--- src/rtl/pipe_hazard_ctrl_pkg.sv ---
`default_nettype none
// ============================================================================
// Module   : hazard_pkg
// Brief    : Shared types and control-vector constants for the pipeline
//            hazard controller (forwarding selects, timer states, en/bubble
//            bundle).
// Revision : 1.0  initial release
// ============================================================================
package hazard_pkg;

  typedef enum logic [1:0] {
    FWD_RF  = 2'b00,
    FWD_WB  = 2'b01,
    FWD_MEM = 2'b10
  } fwd_sel_e;

  typedef enum logic [0:0] {
    T_IDLE = 1'b0,
    T_WAIT = 1'b1
  } timer_state_e;

  typedef struct packed {
    logic pc_en;
    logic ifid_en;
    logic idex_en;
    logic exmem_en;
    logic ifid_flush;
    logic idex_bubble;
    logic exmem_bubble;
    logic memwb_bubble;
  } hazard_ctrl_t;

  // One control vector per pipeline situation, highest priority first
  localparam hazard_ctrl_t HC_RESET = '{pc_en: 1'b0, ifid_en: 1'b0, idex_en: 1'b0, exmem_en: 1'b0,
    ifid_flush: 1'b0, idex_bubble: 1'b1, exmem_bubble: 1'b1, memwb_bubble: 1'b1};
  localparam hazard_ctrl_t HC_MEM_STALL = '{pc_en: 1'b0, ifid_en: 1'b0, idex_en: 1'b0, exmem_en: 1'b0,
    ifid_flush: 1'b0, idex_bubble: 1'b0, exmem_bubble: 1'b0, memwb_bubble: 1'b1};
  localparam hazard_ctrl_t HC_EX_STALL = '{pc_en: 1'b0, ifid_en: 1'b0, idex_en: 1'b0, exmem_en: 1'b1,
    ifid_flush: 1'b0, idex_bubble: 1'b0, exmem_bubble: 1'b1, memwb_bubble: 1'b0};
  localparam hazard_ctrl_t HC_BRANCH = '{pc_en: 1'b1, ifid_en: 1'b1, idex_en: 1'b1, exmem_en: 1'b1,
    ifid_flush: 1'b1, idex_bubble: 1'b1, exmem_bubble: 1'b0, memwb_bubble: 1'b0};
  localparam hazard_ctrl_t HC_LOAD_USE = '{pc_en: 1'b0, ifid_en: 1'b0, idex_en: 1'b1, exmem_en: 1'b1,
    ifid_flush: 1'b0, idex_bubble: 1'b1, exmem_bubble: 1'b0, memwb_bubble: 1'b0};
  localparam hazard_ctrl_t HC_NORMAL = '{pc_en: 1'b1, ifid_en: 1'b1, idex_en: 1'b1, exmem_en: 1'b1,
    ifid_flush: 1'b0, idex_bubble: 1'b0, exmem_bubble: 1'b0, memwb_bubble: 1'b0};

  // MEM result is younger than WB, so it wins when both match
  function automatic fwd_sel_e fwd_select(input logic mem_hit, input logic wb_hit);
    if (mem_hit) return FWD_MEM;
    if (wb_hit)  return FWD_WB;
    return FWD_RF;
  endfunction

endpackage
`default_nettype wire

--- src/rtl/pipe_hazard_ctrl_if.sv ---
`default_nettype none
// ============================================================================
// Module   : pipe_hazard_ctrl_if
// Brief    : Pipeline-side view of the hazard controller: stage register
//            tags in, stage enables / bubbles / forwarding selects out.
// Revision : 1.0  initial release
// ============================================================================
interface pipe_hazard_ctrl_if #(
  parameter int RF_ADDRESS = 5
);
  logic [RF_ADDRESS-1:0] id_rs1, id_rs2;
  logic                  id_use_rs1, id_use_rs2;
  logic [RF_ADDRESS-1:0] ex_rs1, ex_rs2, ex_rd;
  logic                  ex_memread, ex_multicycle, br_taken;
  logic [RF_ADDRESS-1:0] mem_rd;
  logic                  mem_regwrite, mem_memread;
  logic [RF_ADDRESS-1:0] wb_rd;
  logic                  wb_regwrite;

  logic                  pc_en, ifid_en, idex_en, exmem_en;
  logic                  ifid_flush, idex_bubble, exmem_bubble, memwb_bubble;
  logic [1:0]            fwd_a, fwd_b;
  logic                  ex_last;
  logic [31:0]           stall_cycles, flush_count;

  modport master (
    output id_rs1, id_rs2, id_use_rs1, id_use_rs2, ex_rs1, ex_rs2, ex_rd,
           ex_memread, ex_multicycle, br_taken, mem_rd, mem_regwrite,
           mem_memread, wb_rd, wb_regwrite,
    input  pc_en, ifid_en, idex_en, exmem_en, ifid_flush, idex_bubble,
           exmem_bubble, memwb_bubble, fwd_a, fwd_b, ex_last,
           stall_cycles, flush_count
  );

  modport slave (
    input  id_rs1, id_rs2, id_use_rs1, id_use_rs2, ex_rs1, ex_rs2, ex_rd,
           ex_memread, ex_multicycle, br_taken, mem_rd, mem_regwrite,
           mem_memread, wb_rd, wb_regwrite,
    output pc_en, ifid_en, idex_en, exmem_en, ifid_flush, idex_bubble,
           exmem_bubble, memwb_bubble, fwd_a, fwd_b, ex_last,
           stall_cycles, flush_count
  );
endinterface
`default_nettype wire

--- src/rtl/pipe_hazard_ctrl_stall_timer.sv ---
`default_nettype none
// ============================================================================
// Module   : stall_timer
// Brief    : Multi-cycle stall timer. Raises busy on the start cycle and for
//            load-1 further cycles; last marks the release cycle. Freeze
//            holds the state and count untouched.
// Revision : 1.0  initial release
// ============================================================================
module stall_timer
  import hazard_pkg::*;
#(
  parameter int CNT_W = 4
) (
  input  logic             clk,
  input  logic             reset,
  input  logic             start_i,
  input  logic             freeze_i,
  input  logic [CNT_W-1:0] load_i,
  output logic             busy_o,
  output logic             last_o
);
  localparam logic [CNT_W-1:0] ONE = CNT_W'(1);

  timer_state_e     state_q;
  logic [CNT_W-1:0] count_q;

  // Arm on start, count down while waiting, release when the count hits one
  always_ff @(posedge clk or negedge reset) begin
    if (!reset) begin
      state_q <= T_IDLE;
      count_q <= '0;
    end else if (!freeze_i) begin
      case (state_q)
        T_IDLE: begin
          if (start_i) begin
            state_q <= T_WAIT;
            count_q <= load_i;
          end
        end
        T_WAIT: begin
          if (count_q > ONE) begin
            count_q <= count_q - ONE;
          end else begin
            state_q <= T_IDLE;
            count_q <= '0;
          end
        end
        default: begin
          state_q <= T_IDLE;
          count_q <= '0;
        end
      endcase
    end
  end

  // Stall is visible in the very cycle the operation is first seen
  assign busy_o = (state_q == T_IDLE) ? start_i : (count_q > ONE);
  assign last_o = (state_q == T_WAIT) && (count_q == ONE);

endmodule
`default_nettype wire

--- src/rtl/pipe_hazard_ctrl.sv ---
`default_nettype none
// ============================================================================
// Module   : pipe_hazard_ctrl
// Brief    : Central hazard controller for the 5-stage pipeline: operand
//            forwarding, multi-cycle MEM/EX stalls, load-use interlock and
//            branch redirect. Optional perf counters under PIPE_PERF_CNT_EN.
// Revision : 1.0  initial release
// ============================================================================
module pipe_hazard_ctrl
  import hazard_pkg::*;
#(
  parameter int RF_ADDRESS = 5,
  parameter int MUL_LAT    = 4,
  parameter int MEM_LAT    = 1,
  parameter int CNT_W      = 4
) (
  input  logic                clk,
  input  logic                reset,
  pipe_hazard_ctrl_if.slave   bus
);
  localparam logic [RF_ADDRESS-1:0] X0        = '0;
  localparam logic [CNT_W-1:0]      MEM_LOAD  = CNT_W'(MEM_LAT - 1);
  localparam logic [CNT_W-1:0]      MUL_LOAD  = CNT_W'(MUL_LAT - 1);
  localparam bit                    MEM_MULTI = (MEM_LAT > 1);
  localparam bit                    MUL_MULTI = (MUL_LAT > 1);

  logic         mem_stall, mem_last_unused;
  logic         ex_busy, ex_timer_last;
  logic         load_use;
  logic         mem_fwd_ok, wb_fwd_ok;
  fwd_sel_e     fwd_a, fwd_b;
  hazard_ctrl_t hc;

  stall_timer #(.CNT_W(CNT_W)) u_mem_timer (
    .clk      (clk),
    .reset    (reset),
    .start_i  (bus.mem_memread & MEM_MULTI),
    .freeze_i (1'b0),
    .load_i   (MEM_LOAD),
    .busy_o   (mem_stall),
    .last_o   (mem_last_unused)
  );

  // EX timer stands still while a memory stall holds the whole pipe
  stall_timer #(.CNT_W(CNT_W)) u_ex_timer (
    .clk      (clk),
    .reset    (reset),
    .start_i  (bus.ex_multicycle & MUL_MULTI),
    .freeze_i (mem_stall),
    .load_i   (MUL_LOAD),
    .busy_o   (ex_busy),
    .last_o   (ex_timer_last)
  );

  assign mem_fwd_ok = bus.mem_regwrite & (bus.mem_rd != X0);
  assign wb_fwd_ok  = bus.wb_regwrite  & (bus.wb_rd  != X0);
  assign fwd_a = fwd_select(mem_fwd_ok & (bus.mem_rd == bus.ex_rs1),
                            wb_fwd_ok  & (bus.wb_rd  == bus.ex_rs1));
  assign fwd_b = fwd_select(mem_fwd_ok & (bus.mem_rd == bus.ex_rs2),
                            wb_fwd_ok  & (bus.wb_rd  == bus.ex_rs2));

  assign load_use = bus.ex_memread & (bus.ex_rd != X0) &
                    ((bus.id_use_rs1 & (bus.id_rs1 == bus.ex_rd)) |
                     (bus.id_use_rs2 & (bus.id_rs2 == bus.ex_rd)));

  // Pick the stage control vector by priority: reset, mem, ex, branch, load-use
  always_comb begin
    hc = HC_NORMAL;
    if (!reset)            hc = HC_RESET;
    else if (mem_stall)    hc = HC_MEM_STALL;
    else if (ex_busy)      hc = HC_EX_STALL;
    else if (bus.br_taken) hc = HC_BRANCH;
    else if (load_use)     hc = HC_LOAD_USE;
  end

  assign bus.pc_en        = hc.pc_en;
  assign bus.ifid_en      = hc.ifid_en;
  assign bus.idex_en      = hc.idex_en;
  assign bus.exmem_en     = hc.exmem_en;
  assign bus.ifid_flush   = hc.ifid_flush;
  assign bus.idex_bubble  = hc.idex_bubble;
  assign bus.exmem_bubble = hc.exmem_bubble;
  assign bus.memwb_bubble = hc.memwb_bubble;
  assign bus.fwd_a        = reset ? fwd_a : FWD_RF;
  assign bus.fwd_b        = reset ? fwd_b : FWD_RF;
  // Result cycle: final count of a multi-cycle op, or any cycle EX is not held
  assign bus.ex_last      = reset & (ex_timer_last | ~ex_busy);

`ifdef PIPE_PERF_CNT_EN
  logic        br_honoured;
  logic [31:0] stall_cycles_q, flush_count_q;

  assign br_honoured = reset & ~mem_stall & ~ex_busy & bus.br_taken;

  // Count frozen-PC cycles and honoured redirects, wrapping at 2**32
  always_ff @(posedge clk or negedge reset) begin
    if (!reset) begin
      stall_cycles_q <= '0;
      flush_count_q  <= '0;
    end else begin
      if (!hc.pc_en) stall_cycles_q <= stall_cycles_q + 32'd1;
      if (br_honoured) flush_count_q <= flush_count_q + 32'd1;
    end
  end

  assign bus.stall_cycles = stall_cycles_q;
  assign bus.flush_count  = flush_count_q;
`else
  assign bus.stall_cycles = '0;
  assign bus.flush_count  = '0;
`endif

endmodule
`default_nettype wire

--- src/flat_wrapper.sv ---
// flat-port wrapper written by rule: the top's interface ports become plain ports
module pipe_hazard_ctrl_flat import hazard_pkg::*;
#(
  parameter int RF_ADDRESS = 5,
  parameter int MUL_LAT    = 4,
  parameter int MEM_LAT    = 1,
  parameter int CNT_W      = 4
)
  (clk, reset, bus_id_rs1, bus_id_rs2, bus_id_use_rs1, bus_id_use_rs2, bus_ex_rs1, bus_ex_rs2, bus_ex_rd, bus_ex_memread, bus_ex_multicycle, bus_br_taken, bus_mem_rd, bus_mem_regwrite, bus_mem_memread, bus_wb_rd, bus_wb_regwrite, bus_pc_en, bus_ifid_en, bus_idex_en, bus_exmem_en, bus_ifid_flush, bus_idex_bubble, bus_exmem_bubble, bus_memwb_bubble, bus_fwd_a, bus_fwd_b, bus_ex_last, bus_stall_cycles, bus_flush_count);
  pipe_hazard_ctrl_if #(.RF_ADDRESS(RF_ADDRESS)) bus_i ();
  input  logic clk;
  input  logic reset;
  input wire logic [$bits(bus_i.id_rs1)-1:0] bus_id_rs1;
  input wire logic [$bits(bus_i.id_rs2)-1:0] bus_id_rs2;
  input wire logic [$bits(bus_i.id_use_rs1)-1:0] bus_id_use_rs1;
  input wire logic [$bits(bus_i.id_use_rs2)-1:0] bus_id_use_rs2;
  input wire logic [$bits(bus_i.ex_rs1)-1:0] bus_ex_rs1;
  input wire logic [$bits(bus_i.ex_rs2)-1:0] bus_ex_rs2;
  input wire logic [$bits(bus_i.ex_rd)-1:0] bus_ex_rd;
  input wire logic [$bits(bus_i.ex_memread)-1:0] bus_ex_memread;
  input wire logic [$bits(bus_i.ex_multicycle)-1:0] bus_ex_multicycle;
  input wire logic [$bits(bus_i.br_taken)-1:0] bus_br_taken;
  input wire logic [$bits(bus_i.mem_rd)-1:0] bus_mem_rd;
  input wire logic [$bits(bus_i.mem_regwrite)-1:0] bus_mem_regwrite;
  input wire logic [$bits(bus_i.mem_memread)-1:0] bus_mem_memread;
  input wire logic [$bits(bus_i.wb_rd)-1:0] bus_wb_rd;
  input wire logic [$bits(bus_i.wb_regwrite)-1:0] bus_wb_regwrite;
  output wire logic [$bits(bus_i.pc_en)-1:0] bus_pc_en;
  output wire logic [$bits(bus_i.ifid_en)-1:0] bus_ifid_en;
  output wire logic [$bits(bus_i.idex_en)-1:0] bus_idex_en;
  output wire logic [$bits(bus_i.exmem_en)-1:0] bus_exmem_en;
  output wire logic [$bits(bus_i.ifid_flush)-1:0] bus_ifid_flush;
  output wire logic [$bits(bus_i.idex_bubble)-1:0] bus_idex_bubble;
  output wire logic [$bits(bus_i.exmem_bubble)-1:0] bus_exmem_bubble;
  output wire logic [$bits(bus_i.memwb_bubble)-1:0] bus_memwb_bubble;
  output wire logic [$bits(bus_i.fwd_a)-1:0] bus_fwd_a;
  output wire logic [$bits(bus_i.fwd_b)-1:0] bus_fwd_b;
  output wire logic [$bits(bus_i.ex_last)-1:0] bus_ex_last;
  output wire logic [$bits(bus_i.stall_cycles)-1:0] bus_stall_cycles;
  output wire logic [$bits(bus_i.flush_count)-1:0] bus_flush_count;
  assign bus_i.id_rs1 = bus_id_rs1;
  assign bus_i.id_rs2 = bus_id_rs2;
  assign bus_i.id_use_rs1 = bus_id_use_rs1;
  assign bus_i.id_use_rs2 = bus_id_use_rs2;
  assign bus_i.ex_rs1 = bus_ex_rs1;
  assign bus_i.ex_rs2 = bus_ex_rs2;
  assign bus_i.ex_rd = bus_ex_rd;
  assign bus_i.ex_memread = bus_ex_memread;
  assign bus_i.ex_multicycle = bus_ex_multicycle;
  assign bus_i.br_taken = bus_br_taken;
  assign bus_i.mem_rd = bus_mem_rd;
  assign bus_i.mem_regwrite = bus_mem_regwrite;
  assign bus_i.mem_memread = bus_mem_memread;
  assign bus_i.wb_rd = bus_wb_rd;
  assign bus_i.wb_regwrite = bus_wb_regwrite;
  assign bus_pc_en = bus_i.pc_en;
  assign bus_ifid_en = bus_i.ifid_en;
  assign bus_idex_en = bus_i.idex_en;
  assign bus_exmem_en = bus_i.exmem_en;
  assign bus_ifid_flush = bus_i.ifid_flush;
  assign bus_idex_bubble = bus_i.idex_bubble;
  assign bus_exmem_bubble = bus_i.exmem_bubble;
  assign bus_memwb_bubble = bus_i.memwb_bubble;
  assign bus_fwd_a = bus_i.fwd_a;
  assign bus_fwd_b = bus_i.fwd_b;
  assign bus_ex_last = bus_i.ex_last;
  assign bus_stall_cycles = bus_i.stall_cycles;
  assign bus_flush_count = bus_i.flush_count;
  pipe_hazard_ctrl #(.RF_ADDRESS(RF_ADDRESS), .MUL_LAT(MUL_LAT), .MEM_LAT(MEM_LAT), .CNT_W(CNT_W)) u_core (.clk(clk), .reset(reset), .bus(bus_i));
endmodule
--- config.mk ---
export PLATFORM = sky130hd
export DESIGN_NAME = pipe_hazard_ctrl_flat
export DESIGN_NICKNAME = d
export VERILOG_FILES = /design/src/rtl/pipe_hazard_ctrl_pkg.sv /design/src/rtl/pipe_hazard_ctrl_if.sv /design/src/rtl/pipe_hazard_ctrl_stall_timer.sv /design/src/rtl/pipe_hazard_ctrl.sv /design/src/flat_wrapper.sv
export SDC_FILE = /design/constraint.sdc
export NUM_CORES = 1
export LEC_CHECK = 0
export BUFFER_PORTS_ARGS = -buffer_cell sky130_fd_sc_hd__buf_4
export CORE_MARGIN = 10
export CORE_UTILIZATION = 40
export DETAILED_ROUTE_END_ITERATION = 8
export PLACE_DENSITY = 0.79
export SETUP_SLACK_MARGIN = 0.05
export SLEW_MARGIN = 20
export SYNTH_ARGS = -nofsm -noshare
export SYNTH_HDL_FRONTEND = slang
export SYNTH_SLANG_ARGS = --single-unit
--- constraint.sdc ---
create_clock -name clk -period 2.8 [get_ports clk]
set_input_delay 0.84 -clock clk [delete_from_list [all_inputs] [get_ports clk]]
set_output_delay 0.84 -clock clk [all_outputs]
set_load 0.02 [all_outputs]
Word level (Yosys, flattened, before mapping)
Index checks and enable logic that the tools add are counted.

operators by class
  add/sub/neg operators = 2
  $lt $le $gt $ge = 2
  eq/ne operators = 8
  multiplexer cells = 33
  bitwise logic cells = 17
  reduce and logical (&&, ||, !) cells = 5

operators with widths
  operator               count
  $mux W8                5
  $eq A5 B5 Y1           6
  $mux W2                10
  $mux W4                4
  $reduce_bool A5 Y1     3
  $and A1 B1 Y1          11
  $mux W1                11
  $gt A4 B1 Y1 const B   2
  $pmux W4 S2            1
  $sub A4 B1 Y4 const B  2
  $eq A4 B1 Y1 const B   1
  $not A1 Y1             4
  $pmux W1 S2            2
  $ne A2 B2 Y1 const B   1
  $or A1 B1 Y1           2
  $reduce_and A2 Y1      1
  $logic_and A1 B1 Y1    1

word-level totals
  register bits after elaboration = 10
  input port bits = 45
  output and inout bits = 77
  word-level logic and storage cells = 71

Depth between registers and ports, before layout
  depth after elaboration = 9
  mapped depth = 7
  mapped depth without buffers = 7

By module
From an unflattened synthesis, not the netlist that was laid out.

second synthesis, totals
  cell total of the unflattened synthesis = 209
  area, all modules = 1,642.8 µm²

by module, submodules not included
  module            instances  cells each  area each (µm²)  seq. area each (µm²)
  pipe_hazard_ctrl  1          129         969.7            0.0
  stall_timer       2          40          336.6            125.1

Worst setup path before layout
OpenSTA, ideal clock, no wires.

  path type = input -> output
  start = in bus_mem_rd[0]
  end = out bus_fwd_a[0]
  arrival = 2.097 ns
  required time = 1.960 ns
  slack = -0.137 ns
  stages on the path = 4
  path buffers = 0
  cell sequence = or4_1 > o21ai_2 > nor4_1 > nor4_2

on the way
  word-level cells in the longest chain between the ends = 6
  elaborated cells between the ends (all ways) = 7
  classes of those cells = eq/ne (1); mux (3); bitwise (2); reduce/logical (1)

ends and longest elaborated chain
  item                line                        text
  from (decl)         flat_wrapper.sv:23          input wire logic [$bits(bus_i.mem_rd)-1:0] bus_mem_rd;
  $reduce_bool A5 Y1  pipe_hazard_ctrl.sv:55      assign mem_fwd_ok = bus.mem_regwrite & (bus.mem_rd != X0);
  $and A1 B1 Y1       pipe_hazard_ctrl.sv:55
  $and A1 B1 Y1 (*)   pipe_hazard_ctrl.sv:57      assign fwd_a = fwd_select(mem_fwd_ok & (bus.mem_rd == bus.ex_rs1),
  $mux W1 (*)         pipe_hazard_ctrl_pkg.sv:49  if (mem_hit) return FWD_MEM;
  $mux W2 (*)         pipe_hazard_ctrl_pkg.sv:50  if (wb_hit) return FWD_WB;
  $mux W2 (*)         pipe_hazard_ctrl.sv:84      assign bus.fwd_a = reset ? fwd_a : FWD_RF;
  to (decl)           flat_wrapper.sv:36          output wire logic [$bits(bus_i.fwd_a)-1:0] bus_fwd_a;

Every way passes the cells marked *; elsewhere a longest branch is shown, timed or not.

Worst setup path in the final report
  start = in bus_wb_rd[4]
  end = out bus_fwd_b[0]

on the way
  word-level cells in the longest chain between the ends = 8
  elaborated cells between the ends (all ways) = 10
  classes of those cells = eq/ne (1); mux (6); bitwise (2); reduce/logical (1)

ends and longest elaborated chain
  item                  line                        text
  from (decl)           flat_wrapper.sv:26          input wire logic [$bits(bus_i.wb_rd)-1:0] bus_wb_rd;
  $reduce_bool A5 Y1    pipe_hazard_ctrl.sv:56      assign wb_fwd_ok = bus.wb_regwrite & (bus.wb_rd != X0);
  $and A1 B1 Y1         pipe_hazard_ctrl.sv:56
  $and A1 B1 Y1 (*)     pipe_hazard_ctrl.sv:60      wb_fwd_ok & (bus.wb_rd == bus.ex_rs2));
  $mux W1 (2 in a row)  pipe_hazard_ctrl_pkg.sv:50
  $mux W2 (*)           pipe_hazard_ctrl_pkg.sv:51  return FWD_RF;
  $mux W2 (*)           pipe_hazard_ctrl_pkg.sv:50
  $mux W2 (*)           pipe_hazard_ctrl.sv:85      assign bus.fwd_b = reset ? fwd_b : FWD_RF;
  to (decl)             flat_wrapper.sv:37          output wire logic [$bits(bus_i.fwd_b)-1:0] bus_fwd_b;

Every way passes the cells marked *; elsewhere a longest branch is shown, timed or not. The select of a mux whose other input is x is not followed.

==> impl_metrics.py <==
metrics = {
    "setup_path": {
        "r2r_cells": 8,
        "cp-end-kind": "output port",
        "crit-reg2reg-launch": "u_core.u_mem_timer.count_q[0]",
        "crit_type": "input port to output port",
        "crit_fanout": 3,
        "r2r_slack_ns": 1.20,
        "cp.required_ns": 1.96,
        "arrival_ns": 2.15,
        "timing.rr.end": "u_core.u_ex_timer.count_q[3]",
        "start_kind": "input port",
    },
    "finish": {
        "final_cell_area_mm2": 0.002142,
        "layout-drive-gt1-share_pct": 42.13,
        "fill_cells": 315,
        "fin_util_pct": 58.95,
        "fin_nets": 305,
        "area_delta_synth_final_pct": 43.38,
        "antenna_cells": 0,
    },
    "yosys": {
        "synthesis.area_mm2": 0.001494,
        "yosys.area.top_type_share_pct": 32.66,
        "ys_ff_latch": 10,
        "synth_enable_flop_cells": 0,
        "ys.flop_type": "dfrtp_1",
        "postSynthCellCount": 176,
        "synth_commonest_cells": "buf_4 (65), xor2_1 (22), dfrtp_1 (10), xnor2_1 (8)",
        "async_reset_ff_share_pct": 100.0,
        "ys_types": 38,
        "synthTopCellsByArea": "buf_4 (33%), dfrtp_1 (17%), xor2_1 (13%)",
        "postSynthAreaPerCell_um2": 8.488,
        "yosysMostFrequentCell": "buf_4",
        "synth_seq_area_share_pct": 16.75,
        "yosys_warnings": 0,
        "synth_area_leader_cell": "buf_4",
    },
    "sta": {
        "finClkSkew_ns": 0.004636,
        "worst_slack_ns": -0.1911,
        "rsz0062_at_grt": "true",
        "max_freq_mhz": 334.3,
        "timing.final.max_slew_violations": 0,
        "final-setup-viol-count": 7,
        "period_share_pct": 106.8,
        "fin_crit_ns": 2.991,
        "hold_viol_final": 0,
    },
    "power": {
        "peakVddDrop_mv": 0.1739,
        "p_total_mw": 1.031,
        "p_leak_nw": 1.067,
        "power_density_mw_per_mm2": 481.4,
    },
    "global_route": {
        "antenna_found_initial": 0,
        "track_usage_pct": 11.86,
        "grt_max_degree": 18,
        "overflow": 0,
        "grt_pass1_vias": 1448,
        "grt_pass1_wl_mm": 6.368,
    },
    "route": {
        "wl_per_cell_um": 13.85,
        "drt-vias-per-instance": 4.268,
        "wl_mm": 4.183,
        "drc": 0,
        "ant_nets": 0,
        "dr.pass1.iters": 4,
        "drt_iter0_markers": 56,
        "via_count": 1289,
    },
    "clock_tree": {
        "worstSkewPairLatency_ns": 0.24,
        "clkTransAtPathRegs_ns": 0.05,
        "clockRootBuffer": "clkbuf_8",
        "clock-sinks": 10,
        "cts_buffers": 3,
        "cts_tree": "built",
        "cts_max_path_buffers": 2,
        "htree_levels": 1,
    },
    "hold_path": {
        "hold_start": "u_core.u_mem_timer.count_q[3]",
        "holdPathStages": 1,
        "hold_class": "flop to flop",
        "hold_end": "u_core.u_mem_timer.count_q[3]",
    },
    "place": {
        "gp_congestion": 0.8763,
        "dp_hpwl_mm": 3.545,
        "portBuffers": 56,
        "placed_cell_area_mm2": 0.001897,
        "place_ws_ns": -0.2281,
    },
    "floorplanning": {
        "die_w_um": 81.12,
        "ios": 122,
        "start_util_pct": 41.12,
        "die_h_um": 81.12,
        "dieArea_mm2": 0.006580,
        "rows": 22,
        "coreArea_mm2": 0.003633,
    },
    "status": {
        "status": "complete, but fails checks",
        "violations": "setup timing",
    },
    "flow_run": {
        "maxCapViolations": 0,
    },
}
## cell families after synthesis
| logic type | share of synthesized area (%) |
|---|---|
| AND/OR/NAND/NOR | 14.40 |
| flip-flops | 16.75 |
| AO/OA/AOI/OAI | 11.64 |
| adder cells (fa/ha/maj) | 3.350 |
| other | 0.2510 |
| buffers and inverters | 34.67 |
| multiplexers | 1.340 |
| XOR/XNOR | 17.59 |
## how the worst max path moves through the flow
| stage | end | from | slack (ns) | depth (start not counted) |
|---|---|---|---|---|
| after floorplan | bus_pc_en | bus_ex_rd[0] | -0.04 | 4 |
| after global placement | bus_fwd_a[0] | bus_wb_rd[2] | -0.21 | 6 |
| after detailed placement | bus_fwd_a[0] | bus_wb_rd[2] | -0.23 | 6 |
| after CTS | bus_fwd_b[0] | bus_wb_rd[2] | -0.19 | 7 |
| after global routing | bus_fwd_b[0] | bus_wb_rd[4] | -0.24 | 7 |
| final | bus_fwd_b[0] | bus_wb_rd[4] | -0.19 | 7 |
## per-layer routing
layer | vias up | global-route usage, % | wire [um]
met3 | 5 | 5.188 | 483
met4 | 0 | 3.633 | 43
met1 | 592 | 11.37 | 1409
li1 | 624 | - | -
met2 | 68 | 22.29 | 2247
met5 | - | 0 | 0
## critical path, cell delays in order
cell	delay (ns)
buf_6	0.09
or4_4	0.11
o211ai_1	0.09
buf_4	0.15
or4_4	0.42
nor4_4	0.27
buf_4	0.18
## cell usage in the layout (no fill, tap or decap), types with 3 or more instances in the layout
master	Yosys	layout
buf_4	65	61
xnor2_1	8	8
dfrtp_1	10	10
clkbuf_8	0	3
nand2_1	6	6
xor2_1	22	20
ha_1	4	3
o21ai_0	5	3
or4_4	0	5
inv_2	2	4
nor4_4	0	4
buf_6	0	12
buf_8	0	3
inv_1	6	4
conb_1	1	64
nand3_1	4	4
## stage by stage
stage	cells	TNS (ns)	hold WS (ns)
2_1_floorplan	239	-0.07727	0.4925
3_3_place_gp	295	-1.153	0.5206
3_5_place_dp	295	-1.379	0.5336
4_1_cts	302	-0.6442	0.5370
5_1_grt	302	-1.078	0.5693
6_report	302	-0.6418	0.5296
## layout make-up
type | instances | area (um^2) | area share (%)
multi-input combinational | 156 | 1102 | 51.46
tap | 48 | 60.06 | 2.804
sequential | 10 | 250.2 | 11.68
clock buffer | 3 | 41.29 | 1.928
timing repair buffer | 77 | 658.1 | 30.72
inverter | 8 | 30.03 | 1.402
## registers in the layout, summed over array words and instances (netlist names)
register,cells
u_core.u_mem_timer.state_q,1
u_core.u_mem_timer.count_q,4
u_core.u_ex_timer.count_q,4
u_core.u_ex_timer.state_q,1
## what timing repair did
action	CTS	global route
setup endpoints to repair	8	10
pin swaps	16	2
setup buffers	4	0
hold buffers	0	0
gates resized for setup	37	3
## power breakdown
| group | internal, mW | switching [mW] |
|---|---|---|
| Sequential | 0.178 | 0.0425 |
| Clock | 0.0942 | 0.0572 |
| Combinational | 0.302 | 0.357 |
| Total | 0.574 | 0.457 |
Note: power is estimated with default switching activity, not from simulation.
